--- src/rtl/dvp_capture_ctrl.sv ---
// DVP frame-capture controller: frame tracking, byte-to-word packing, 2-entry write buffer.
// Optional build macro DVP_CAPTURE_BYTE_SWAP_EN puts the first byte of each word in bits 31:24.
//
//   state   | meaning
//   IDLE    | capture disabled, waiting for cap_en
//   WAIT_FS | armed, waiting for frame start (VSYNC falling)
//   ACTIVE  | accepting bytes, waiting for frame end (VSYNC rising)
//   FLUSH   | push any partial word, wait for buffer to drain
//   DONE    | one-cycle frame-complete pulse
//   HALT    | single-shot finished, waiting for cap_en to drop
module dvp_capture_ctrl #(
    parameter int ADDR_W      = 32,
    parameter int DATA_W      = 32,
    parameter int CONF_DATA_W = 32,
    parameter int FRAME_CNT_W = 16
) (
    input  logic                   clk,
    input  logic                   rst,
    input  logic [CONF_DATA_W-1:0] dvp_conf_i,
    input  logic [CONF_DATA_W-1:0] pxl_mem_base_i,
    input  logic                   dvp_vsync_i,
    input  logic                   dvp_href_i,
    input  logic                   dvp_byte_vld_i,
    input  logic [7:0]             dvp_data_i,
    output logic [ADDR_W-1:0]      wr_addr_o,
    output logic [DATA_W-1:0]      wr_data_o,
    output logic                   wr_vld_o,
    input  logic                   wr_rdy_i,
    output logic                   busy_o,
    output logic                   frame_done_o,
    output logic                   ovf_o,
    output logic [FRAME_CNT_W-1:0] frame_cnt_o
);

    typedef enum logic [2:0] {
        S_IDLE, S_WAIT_FS, S_ACTIVE, S_FLUSH, S_DONE, S_HALT
    } state_t;

    state_t state_q, state_d;

    logic                   cap_en, continuous;
    logic                   vsync_q, fs, fe;
    logic                   abort;
    logic [ADDR_W-1:0]      base_q, offset_q;
    logic [1:0]             byte_cnt_q;
    logic [1:0]             lane;
    logic [DATA_W-1:0]      word_q, word_upd;
    logic                   byte_acc, pack_push, flush_push;
    logic                   push, pop, push_ok, drop;
    logic [ADDR_W-1:0]      push_addr;
    logic [DATA_W-1:0]      push_data;
    logic [ADDR_W-1:0]      addr_mem [2];
    logic [DATA_W-1:0]      data_mem [2];
    logic                   rd_ptr, wr_ptr;
    logic [1:0]             count_q;
    logic                   full, empty;
    logic                   unused_cfg;

    assign cap_en     = dvp_conf_i[0];
    assign continuous = dvp_conf_i[1];
    assign unused_cfg = ^{dvp_conf_i, pxl_mem_base_i};

    assign fs = vsync_q & ~dvp_vsync_i;
    assign fe = ~vsync_q & dvp_vsync_i;

    assign abort = ~cap_en & ((state_q == S_WAIT_FS) | (state_q == S_ACTIVE) |
                              (state_q == S_FLUSH));

    // Bytes in the abort cycle are not accepted so nothing from an aborted frame is pushed late.
    assign byte_acc   = (state_q == S_ACTIVE) & cap_en & dvp_href_i & dvp_byte_vld_i;
    assign pack_push  = byte_acc & (byte_cnt_q == 2'd3);
    assign flush_push = (state_q == S_FLUSH) & cap_en & (byte_cnt_q != 2'd0);

`ifdef DVP_CAPTURE_BYTE_SWAP_EN
    assign lane = 2'd3 - byte_cnt_q;
`else
    assign lane = byte_cnt_q;
`endif

    always_comb begin
        word_upd = word_q;
        word_upd[{lane, 3'b000} +: 8] = dvp_data_i;
    end

    // word_q only ever holds bytes of the current word, so unfilled lanes are already zero.
    assign push      = pack_push | flush_push;
    assign push_data = flush_push ? word_q : word_upd;
    assign push_addr = base_q + offset_q;

    assign full    = (count_q == 2'd2);
    assign empty   = (count_q == 2'd0);
    assign pop     = ~empty & wr_rdy_i;
    assign push_ok = push & (~full | pop);
    assign drop    = push & full & ~pop;

    always_ff @(posedge clk) begin
        if (rst) begin
            state_q <= S_IDLE;
            vsync_q <= 1'b0;
        end else begin
            state_q <= state_d;
            vsync_q <= dvp_vsync_i;
        end
    end

    always_comb begin
        state_d = state_q;
        unique case (state_q)
            S_IDLE:    if (cap_en) state_d = S_WAIT_FS;
            S_WAIT_FS: if (!cap_en) state_d = S_IDLE;
                       else if (fs) state_d = S_ACTIVE;
            S_ACTIVE:  if (!cap_en) state_d = S_IDLE;
                       else if (fe) state_d = S_FLUSH;
            S_FLUSH:   if (!cap_en) state_d = S_IDLE;
                       else if ((byte_cnt_q == 2'd0) && empty) state_d = S_DONE;
            S_DONE:    state_d = (continuous && cap_en) ? S_WAIT_FS : S_HALT;
            S_HALT:    if (!cap_en) state_d = S_IDLE;
            default:   state_d = S_IDLE;
        endcase
    end

    assign busy_o       = (state_q != S_IDLE) && (state_q != S_HALT);
    assign frame_done_o = (state_q == S_DONE);

    always_ff @(posedge clk) begin
        if (rst) begin
            base_q     <= '0;
            offset_q   <= '0;
            byte_cnt_q <= '0;
            word_q     <= '0;
        end else if ((state_q == S_WAIT_FS) && cap_en && fs) begin
            base_q     <= pxl_mem_base_i[ADDR_W-1:0];
            offset_q   <= '0;
            byte_cnt_q <= '0;
            word_q     <= '0;
        end else if (byte_acc) begin
            if (byte_cnt_q == 2'd3) begin
                word_q     <= '0;
                byte_cnt_q <= '0;
                offset_q   <= offset_q + ADDR_W'(4);
            end else begin
                word_q     <= word_upd;
                byte_cnt_q <= byte_cnt_q + 2'd1;
            end
        end else if (flush_push) begin
            word_q     <= '0;
            byte_cnt_q <= '0;
            offset_q   <= offset_q + ADDR_W'(4);
        end else if (abort) begin
            word_q     <= '0;
            byte_cnt_q <= '0;
        end
    end

    always_ff @(posedge clk) begin
        if (rst) begin
            frame_cnt_o <= '0;
            ovf_o       <= 1'b0;
        end else begin
            if (state_q == S_DONE) frame_cnt_o <= frame_cnt_o + FRAME_CNT_W'(1);
            if (!cap_en)           ovf_o <= 1'b0;
            else if (drop)         ovf_o <= 1'b1;
        end
    end

    // When full, wr_ptr == rd_ptr: a simultaneous push refills the slot being popped.
    always_ff @(posedge clk) begin
        if (rst) begin
            rd_ptr  <= 1'b0;
            wr_ptr  <= 1'b0;
            count_q <= '0;
            for (int i = 0; i < 2; i++) begin
                addr_mem[i] <= '0;
                data_mem[i] <= '0;
            end
        end else begin
            if (push_ok) begin
                addr_mem[wr_ptr] <= push_addr;
                data_mem[wr_ptr] <= push_data;
                wr_ptr           <= ~wr_ptr;
            end
            if (pop) rd_ptr <= ~rd_ptr;
            unique case ({push_ok, pop})
                2'b10:   count_q <= count_q + 2'd1;
                2'b01:   count_q <= count_q - 2'd1;
                default: count_q <= count_q;
            endcase
        end
    end

    assign wr_vld_o  = ~empty;
    assign wr_addr_o = addr_mem[rd_ptr];
    assign wr_data_o = data_mem[rd_ptr];

endmodule

--- config.mk ---
export PLATFORM = sky130hd
export DESIGN_NAME = dvp_capture_ctrl
export DESIGN_NICKNAME = d
export VERILOG_FILES = /design/src/rtl/dvp_capture_ctrl.sv
export SDC_FILE = /design/constraint.sdc
export NUM_CORES = 1
export LEC_CHECK = 0
export ABC_CLOCK_PERIOD_IN_PS = 11200
export CORE_MARGIN = 2
export CORE_UTILIZATION = 40
export CTS_BUF_LIST = sky130_fd_sc_hd__clkbuf_4 sky130_fd_sc_hd__clkbuf_8 sky130_fd_sc_hd__clkbuf_16
export CTS_CLUSTER_SIZE = 16
export DETAILED_ROUTE_END_ITERATION = 8
export HOLD_SLACK_MARGIN = 0.15
export SYNTH_ARGS = -nofsm -noshare
export SYNTH_HDL_FRONTEND = slang
export SYNTH_SLANG_ARGS = --single-unit
--- constraint.sdc ---
create_clock -name clk -period 11.2 [get_ports clk]
set_input_delay 1.68 -clock clk [delete_from_list [all_inputs] [get_ports clk]]
set_output_delay 1.68 -clock clk [all_outputs]
set_load 0.05 [all_outputs]
==> impl_metrics.csv, run 1 <==
group,metric,value,unit
cts,cts_buffers,27,
yosys,synth_edf_count,128,
sta,worst_clock_skew,14.74,ps
sta,slew_viol_final,0,
placed_design,placed_cells,1667,
setup_path,crit_type,"in2reg",
min_path,hold_path.class,"reg2reg",
cells_and_area,drive_above_1_share,10.93,%
sta,fin_crit,5045,ps
setup_path,cp_data_required_time,11350,ps
floorplan,die_w,177.7,um
drt,viasPerCell,5.326,
cts,h-tree-depth,1,
grt,grt_pass1_wl,46130,um
yosys,ys_types,64,
drt,antenna_left,0,
floorplan,core-area,29640,sq um
pwr,powerDensity,137.1,nW/um^2
cts,post_cts_buffers,0,
grt,first_global_vias,8717,
setup_path,worstPathArrival,5200,ps
drt,wl_per_cell,16.98,um
cts,clk_pin_slew_worst_paths,60,ps
cells_and_area,final_common_cell,"nor2_1",
yosys,syn_inst,1208,
pwr,combPwrFrac,6.2,%
yosys,synth-seq-area-share,52.11,%
setup_path,cpPeakStageDelay,880,ps
grt,globalRouteOverflowTotal,0,
cells_and_area,fin_util,49.17,%
yosys,syn_nets,1325,
pwr,ir_drop,99.53,uV
sta,period_share,45.04,%
drt,first_pass_iters,6,
floorplan,initial_core_util,40.70,%
drt,routed-via-count,9145,
pwr,sw_frac_of_total,21.82,%
sta,fmax,198.2,MHz
yosys,ys.flop_type,"edfxtp_1",
grt,grt_antenna_before_repair,0,
placed_design,place_congestion,0.8614,
yosys,syn_area,12060,sq um
drt,drc,0,
run_status,status,"finished, final reports clean",
cts,clock_latency,530,ps
floorplan,rows,63,
cts,clockRootBuffer,"clkbuf_16",
cts,clockBufferDepth,3,
sta,totalNegativeSetupSlack,0,ps
cells_and_area,area_growth,20.81,%
grt,grt_use_total,18.37,%
cells_and_area,fillers,2833,
cells_and_area,antenna-diode-count,0,
sta,hold_violations,0,
run,drv_cap,0,
setup_path,crit_fanout,63,
yosys,synth.avg_cell_area,9.987,sq um
yosys,ys_warn_count,0,
floorplan,io_pins,162,
yosys,ys_async_sr_fraction,0,%
cts,cts_resized,0,
yosys,synth-seq-cells,250,
sta,worst_pin_slew,987.0,ps
placed_design,port_buffers,131,
sta,relSlewSlack,33.69,%
pwr,leakagePower,5.138,nW
setup_path,crit_path_top_delay_cell,"or4b_4",
setup_path,crit_family,"simple AND/OR/NAND/NOR gates",
setup_path,crit_chain,"clkdlybuf4s50_1, nand2b_4, nor3_2, a21oi_2, or4b_4, nand2b_2, buf_4",
pwr,switching_power,435.8,uW
setup_path,cp_num_buf_inv,2,
grt,grt_start_max_net_pins,66,
cts,cts_tree,"yes",
sta,finalSetupViolations,0,
sta,rsz0062_at_grt,"false",
placed_design,dp_hpwl,19650,um
drt,drt_iter0_drc,687,
cells_and_area,final_cells,1717,
pwr,p_int,1.562,mW
drt,wl,29150,um
pwr,p_clk_share,44.5,%
cts,cts-hold-fix-buffers,0,
cells_and_area,final_nets,1423,
cts,clock_sinks,250,
pwr,power_frac_seq,49.4,%
cells_and_area,layout_common_cells,"nor2_1, clkdlybuf4s50_1, edfxtp_1, nand2_1, dfxtp_1",
floorplan,fp.dieArea,31560,sq um
setup_path,critPathLaunchType,"input pin",
floorplan,fp.dieH,177.7,um
setup_path,cp-end-kind,"register",
## cells by family (layout without fill, tap and decap cells)
group | after synthesis | count (layout) | share of synthesized area, %
AND/OR/NAND/NOR | 481 | 481 | 18.07
flip-flops | 250 | 250 | 52.11
AO/OA/AOI/OAI | 223 | 223 | 12.08
buffers and inverters | 84 | 203 | 2.790
XOR/XNOR | 66 | 66 | 4.792
multiplexers | 65 | 65 | 6.057
adder cells (fa/ha/maj) | 39 | 39 | 4.107
## metrics by stage
step	power, mW	hold slack (ps)	instance area (sq um)	setup slack [ps]
floorplan	1.079	440.1	12060	4988
global placement	1.129	449.3	13670	5673
detailed placement	1.130	455.6	13670	5608
CTS	2.021	463.8	14570	6177
global route	2.067	486.3	14570	5963
finish	1.997	460.6	14570	6155
## cell usage after synthesis (10+ instances only)
| master | n | area, sq um |
|---|---|---|
| xnor2_1 | 25 | 219.0 |
| a22oi_1 | 65 | 488.0 |
| nand2_1 | 126 | 473.0 |
| or3_1 | 12 | 75.07 |
| and2_1 | 14 | 87.58 |
| nand4_1 | 21 | 131.4 |
| edfxtp_1 | 128 | 3844 |
| mux2_2 | 64 | 720.7 |
| a21o_1 | 12 | 90.09 |
| xor2_1 | 41 | 359.1 |
| nor2_1 | 216 | 810.8 |
| o21ai_0 | 25 | 125.1 |
| clkbuf_1 | 49 | 183.9 |
| buf_1 | 11 | 41.29 |
| nor3_1 | 15 | 75.07 |
| nand3_1 | 19 | 95.09 |
| ha_1 | 38 | 475.5 |
| dfxtp_1 | 122 | 2442 |
| and3_1 | 13 | 81.33 |
| a21oi_1 | 73 | 365.4 |
| nor3b_1 | 10 | 75.07 |
| inv_1 | 14 | 52.55 |
## per-layer routing
layer / track usage, % / share of wire [%] / wire length, um
met1: 25.89 / 46 / 13550
met2: 30.15 / 46 / 13490
met3: 2.506 / 5.6 / 1624
met4: 3.859 / 1.7 / 488
met5: 0 / 0 / 0
## cell type report
cell class / count / area (sq um) / area share [%]
Clock buffer: 43 / 844.6 / 5.795
Sequential cell: 250 / 6287 / 43.14
Tap cell: 390 / 488.0 / 3.348
Inverter: 14 / 52.55 / 0.3606
Multi-Input combinational cell: 874 / 5473 / 37.55
Clock inverter: 7 / 62.56 / 0.4293
Timing Repair Buffer: 139 / 1366 / 9.375
## power groups by stage
stage | combinational, mW | sequential [mW] | clock [mW]
after detailed placement | 0.124 | 1.01 | 0
after CTS | 0.125 | 0.986 | 0.910
after global placement | 0.124 | 1.00 | 0
final | 0.124 | 0.986 | 0.888
after floorplan | 0.0752 | 1.00 | 0
after global routing | 0.131 | 0.988 | 0.948
## sequential cells by signal (all words and copies together) (netlist names), named ones only
signal       flops
offset_q        30
wr_ptr           1
byte_cnt_q       2
data_mem        64
addr_mem        64
count_q          2
frame_cnt_o     16
base_q          32
rd_ptr           1
ovf_o            1
state_q          3
vsync_q          1
word_q          32
## path summary, 6_finish.rpt
check / depth (start not counted) / startpoint / slack [ps] / end
min reg2reg: 2 / base_q[15]$_SDFFE_PP0P_ / 460 / base_q[15]$_SDFFE_PP0P_
max reg2reg: 7 / byte_cnt_q[0]$_SDFFE_PP0P_ / 7120 / addr_mem[1][11]$_SDFFCE_PN0P_
min: 2 / base_q[15]$_SDFFE_PP0P_ / 460 / base_q[15]$_SDFFE_PP0P_
max: 7 / dvp_conf_i[0] / 6160 / addr_mem[1][11]$_SDFFCE_PN0P_
## worst register-to-register path: stages, from the launching register on
cell and delay [ps]:
dfxtp_1 460, inv_1 150, ha_1 320, nor3_2 470, a21oi_2 150, or4b_4 880
nand2b_2 560, buf_4 690
Note: power is estimated with default switching activity, not from simulation.
==> inputs of run 2 (changes only) <==
--- a/config.mk
+++ b/config.mk
@@ -5,7 +5,7 @@
 export SDC_FILE = /design/constraint.sdc
 export NUM_CORES = 1
 export LEC_CHECK = 0
-export ABC_CLOCK_PERIOD_IN_PS = 11200
+export ABC_CLOCK_PERIOD_IN_PS = 4600
 export CORE_MARGIN = 2
 export CORE_UTILIZATION = 40
 export CTS_BUF_LIST = sky130_fd_sc_hd__clkbuf_4 sky130_fd_sc_hd__clkbuf_8 sky130_fd_sc_hd__clkbuf_16
==> constraint.sdc (replaced) <==
create_clock -name clk -period 4.6 [get_ports clk]
set_input_delay 0.69 -clock clk [delete_from_list [all_inputs] [get_ports clk]]
set_output_delay 0.69 -clock clk [all_outputs]
set_load 0.05 [all_outputs]
==> impl_metrics.csv, run 2 (synthesized netlist as in run 1, its figures left out) <==
group,metric,value,unit
run_status,status,"finished, final reports clean",
cells_and_area,fillers,2768,
sta,relSlewSlack,24.93,%
cells_and_area,final_common_cell,"nor2_1",
pwr,leakagePower,5.189,nW
cts,clock_latency,540,ps
drt,drt_iter0_drc,523,
setup_path,cpPeakStageDelay,870,ps
cells_and_area,fin_util,49.53,%
sta,slew_viol_final,0,
grt,grt_antenna_before_repair,0,
sta,finalSetupViolations,0,
sta,fin_crit,3629,ps
sta,fmax,275.5,MHz
cts,h-tree-depth,1,
cts,cts_tree,"yes",
grt,grt_pass1_wl,46500,um
setup_path,critPathLaunchType,"register",
min_path,hold_path.class,"reg2reg",
pwr,ir_drop,242.7,uV
cts,clockBufferDepth,3,
setup_path,worstPathArrival,2940,ps
floorplan,core-area,29640,sq um
cts,cts_resized,0,
drt,wl,29400,um
setup_path,cp_num_buf_inv,2,
cells_and_area,antenna-diode-count,0,
setup_path,crit_type,"reg2out",
floorplan,initial_core_util,40.70,%
drt,routed-via-count,9168,
sta,totalNegativeSetupSlack,0,ps
sta,hold_violations,0,
setup_path,cp_data_required_time,3910,ps
cells_and_area,final_nets,1430,
cts,cts-hold-fix-buffers,0,
setup_path,crit_chain,"buf_4, mux2_2, clkdlybuf4s50_1",
drt,drc,0,
cts,clock_sinks,250,
drt,viasPerCell,5.321,
grt,globalRouteOverflowTotal,0,
pwr,powerDensity,335.1,nW/um^2
cells_and_area,top_regs,"addr_mem (64), data_mem (64)",
setup_path,cp-end-kind,"output pin",
floorplan,fp.dieArea,31560,sq um
drt,first_pass_iters,5,
setup_path,crit_fanout,32,
drt,antenna_left,0,
placed_design,port_buffers,131,
drt,wl_per_cell,17.06,um
sta,worst_clock_skew,9.238,ps
sta,rsz0062_at_grt,"false",
setup_path,crit_path_top_delay_cell,"dfxtp_2",
floorplan,fp.dieH,177.7,um
cells_and_area,area_growth,21.68,%
grt,grt_use_total,18.61,%
placed_design,place_congestion,0.8454,
cts,clockRootBuffer,"clkbuf_16",
grt,first_global_vias,8812,
sta,worst_pin_slew,1117,ps
cts,cts_buffers,27,
cts,post_cts_buffers,0,
placed_design,dp_hpwl,20120,um
cts,clk_pin_slew_worst_paths,60,ps
setup_path,crit_family,"buffers and inverters",
sta,period_share,78.90,%
cells_and_area,drive_above_1_share,11.25,%
cells_and_area,layout_common_cells,"nor2_1, clkdlybuf4s50_1, edfxtp_1, nand2_1, dfxtp_1",
run,drv_cap,0,
floorplan,rows,63,
floorplan,io_pins,162,
grt,grt_start_max_net_pins,65,
floorplan,die_w,177.7,um
[run 2: power breakdown]
part	switching (mW)	leakage, nW	internal [mW]
Sequential	0.0158	2.28	2.38
Clock	0.867	0.461	1.34
Combinational	0.197	2.44	0.112
Total	1.08	5.19	3.84
[run 2: final cells by class]
| cell class | count | area, sq um | share of cell area [%] |
|---|---|---|---|
| clock buffers | 41 | 823.3 | 5.609 |
| well taps | 390 | 488.0 | 3.324 |
| multi-input cells | 874 | 5464 | 37.22 |
| inverters | 14 | 52.55 | 0.3580 |
| clock inverters | 8 | 95.09 | 0.6478 |
| flip-flops and latches | 250 | 6287 | 42.83 |
| repair buffers | 146 | 1469 | 10.01 |
[run 2: through the flow]
step           instances  setup WS, ps  hold slack [ps]  power (mW)  cell area (sq um)
2_1_floorplan       1208         577.8            440.1       2.625              12070
3_3_place_gp        1674         691.8            448.0       2.756              13760
3_5_place_dp        1674         685.4            456.0       2.760              13760
4_1_cts             1723         865.4            463.7       4.968              14680
5_1_grt             1723         820.8            484.1       5.082              14680
6_report            1723         970.6            461.1       4.919              14680
[run 2: per-layer routing]
layer	track usage, %	vias up	share of wire [%]
li1	-	4508	-
met1	25.82	4407	47
met2	30.57	223	46
met3	2.763	30	5.4
met4	4.474	0	1.6
met5	0	-	0
[run 2: worst paths after layout]
path / start / endpoint / slack [ps] / depth (start not counted)
worst max register to register: byte_cnt_q[0]$_SDFFE_PP0P_ / data_mem[1][4]$_SDFFCE_PN0P_ / 1210 / 7
worst max-delay path: register / wr_addr_o[28] / 970 / 3
worst min-delay path: base_q[11]$_SDFFE_PP0P_ / base_q[11]$_SDFFE_PP0P_ / 460 / 2
worst min register to register: base_q[11]$_SDFFE_PP0P_ / base_q[11]$_SDFFE_PP0P_ / 460 / 2
[run 2: worst reg2reg max path, cell delays in order (launching register included)]
cell	delay, ps
dfxtp_1	450
inv_1	160
ha_1	330
nor3_2	440
a21oi_2	130
or4b_2	900
nand2b_2	210
buf_4	410
==> inputs of run 3 (changes only) <==
--- a/config.mk
+++ b/config.mk
@@ -5,7 +5,7 @@
 export SDC_FILE = /design/constraint.sdc
 export NUM_CORES = 1
 export LEC_CHECK = 0
-export ABC_CLOCK_PERIOD_IN_PS = 4600
+export ABC_CLOCK_PERIOD_IN_PS = 3300
 export CORE_MARGIN = 2
 export CORE_UTILIZATION = 40
 export CTS_BUF_LIST = sky130_fd_sc_hd__clkbuf_4 sky130_fd_sc_hd__clkbuf_8 sky130_fd_sc_hd__clkbuf_16
==> constraint.sdc (replaced) <==
create_clock -name clk -period 3.3 [get_ports clk]
set_input_delay 0.495 -clock clk [delete_from_list [all_inputs] [get_ports clk]]
set_output_delay 0.495 -clock clk [all_outputs]
set_load 0.05 [all_outputs]
==> impl_metrics.csv, run 3 (synthesized netlist as in run 1, its figures left out) <==
group,metric,value,unit
run_status,status,"finished, final reports clean",
cts,cts-hold-fix-buffers,0,
pwr,power_frac_seq,49.0,%
sta,relSlewSlack,58.71,%
floorplan,fp.dieH,177.7,um
floorplan,die_w,177.7,um
pwr,p_clk_share,44.7,%
cells_and_area,drive_above_1_share,12.17,%
sta,totalNegativeSetupSlack,0,ps
grt,globalRouteOverflowTotal,0,
floorplan,fp.dieArea,31560,sq um
min_path,hold_path.class,"in2reg",
sta,period_share,89.27,%
cells_and_area,area_growth,22.51,%
pwr,leakagePower,5.255,nW
setup_path,reg2reg_from,"offset_q[2]$_SDFFE_PP0P_",
cells_and_area,layout_common_cells,"nor2_1, clkdlybuf4s50_1, edfxtp_1, nand2_1, dfxtp_1",
pwr,switching_power,1.504,mW
cts,clockRootBuffer,"clkbuf_16",
setup_path,worstPathArrival,3200,ps
setup_path,cp-end-kind,"register",
setup_path,cp_data_required_time,3560,ps
cells_and_area,final_common_cell,"nor2_1",
sta,fmax,339.4,MHz
sta,finalSetupViolations,0,
sta,finalWorstSetupSlack,354.1,ps
pwr,combPwrFrac,6.4,%
grt,grt_start_max_net_pins,65,
cts,cts_resized,0,
drt,first_pass_iters,5,
pwr,sw_frac_of_total,22.03,%
cts,clockBufferDepth,3,
drt,antenna_left,0,
cts,post_cts_buffers,0,
grt,grt_pass1_wl,46100,um
pwr,p_int,5.321,mW
sta,worst_pin_slew,615.2,ps
sta,rsz0062_at_grt,"false",
drt,wl_per_cell,16.87,um
cells_and_area,antenna-diode-count,0,
sta,hold_violations,0,
drt,routed-via-count,9125,
sta,slew_viol_final,0,
placed_design,dp_hpwl,20340,um
sta,fin_crit,2946,ps
setup_path,reg2regPathDepth,10,
setup_path,critPathLaunchType,"register",
setup_path,r2r_slack,350,ps
cts,clk_pin_slew_worst_paths,60,ps
drt,wl,29310,um
pwr,powerDensity,461.8,nW/um^2
setup_path,crit_fanout,5,
cts,h-tree-depth,1,
floorplan,rows,63,
placed_design,port_buffers,131,
min_path,min_to,"base_q[3]$_SDFFE_PP0P_",
cts,clock_sinks,250,
setup_path,worstSetupStartpoint,"offset_q[2]$_SDFFE_PP0P_",
min_path,whs_path_depth,2,
cells_and_area,final_nets,1444,
drt,drc,0,
grt,first_global_vias,8665,
floorplan,core-area,29640,sq um
cells_and_area,area.sequential,6287,sq um
setup_path,worst_r2r_endpoint,"addr_mem[1][24]$_SDFFCE_PN0P_",
drt,drt_iter0_drc,563,
cells_and_area,top_regs,"addr_mem (64), data_mem (64)",
drt,viasPerCell,5.250,
sta,worst_clock_skew,11.00,ps
pwr,ir_drop,355.9,uV
setup_path,crit_type,"reg2reg",
sta,timing.hold.ws,323.5,ps
grt,grt_use_total,18.35,%
cts,cts_tree,"yes",
cts,clock_latency,530,ps
pwr,total_power,6.825,mW
cts,cts_buffers,27,
placed_design,place_congestion,0.8471,
run,drv_cap,0,
floorplan,io_pins,162,
cells_and_area,fillers,2807,
floorplan,initial_core_util,40.70,%
min_path,hp-start,"rst",
grt,grt_antenna_before_repair,0,
cells_and_area,multiInputGateArea,5464,sq um
placed_design,preCtsSetupSlack,329.6,ps
==> run 3: changes by cell type in the layout (fill, tap and decap cells not counted), sizes merged <==
cell    previous run  this run
clkinv             4         8
buf               16        30
clkbuf            41        37
bufinv             2         3
==> run 3: routing by layer <==
| metal | up-vias | part of all wire [%] | track usage, % |
|---|---|---|---|
| met5 | - | 0 | 0 |
| met4 | 0 | 1.5 | 3.689 |
| met3 | 34 | 4.5 | 2.271 |
| met2 | 202 | 46 | 29.91 |
| met1 | 4356 | 48 | 26.24 |
| li1 | 4533 | - | - |
==> run 3: how the worst max path moves through the flow <==
stage                                          endpoint
final                     addr_mem[1][24]$_SDFFCE_PN0P_
after global routing      addr_mem[0][24]$_SDFFCE_PN0P_
after CTS                                  frame_done_o
after detailed placement  addr_mem[1][28]$_SDFFCE_PN0P_
after global placement    addr_mem[1][28]$_SDFFCE_PN0P_
after floorplan            addr_mem[1][0]$_SDFFCE_PN0P_
==> run 3: area by class of cell <==
cell class | instances | area share (%)
Inverter | 14 | 0.3556
Clock inverter | 13 | 0.9736
Tap cell | 390 | 3.302
Sequential cell | 250 | 42.54
Clock buffer | 37 | 5.122
Timing Repair Buffer | 160 | 10.73
Multi-Input combinational cell | 874 | 36.97
==> run 3: power groups by stage <==
| stage | logic (mW) | clock network [mW] | registers [mW] |
|---|---|---|---|
| finish | 0.433 | 3.05 | 3.34 |
| floorplan | 0.256 | 0 | 3.40 |
| global route | 0.459 | 3.24 | 3.35 |
| CTS | 0.439 | 3.11 | 3.34 |
| global placement | 0.437 | 0 | 3.41 |
| detailed placement | 0.438 | 0 | 3.41 |
==> run 3: worst max-delay path, cell delays in order (launching register included) <==
cell       delay, ps
dfxtp_1          420
ha_1             210
inv_1             60
fa_1             390
nor2b_1          190
o2111ai_1        160
a21oi_1          310
a211oi_1         190
o31ai_2          400
xnor2_1          280
nor2_1            70
==> run 3: stage by stage <==
stage                     utilization, %  area [sq um]  instances
after floorplan                        -         12080       1208
after global placement             46.83         13880       1688
after detailed placement           46.83         13880       1688
after CTS                          49.86         14780       1738
after global routing               49.86         14780       1738
final                              49.86         14780       1738
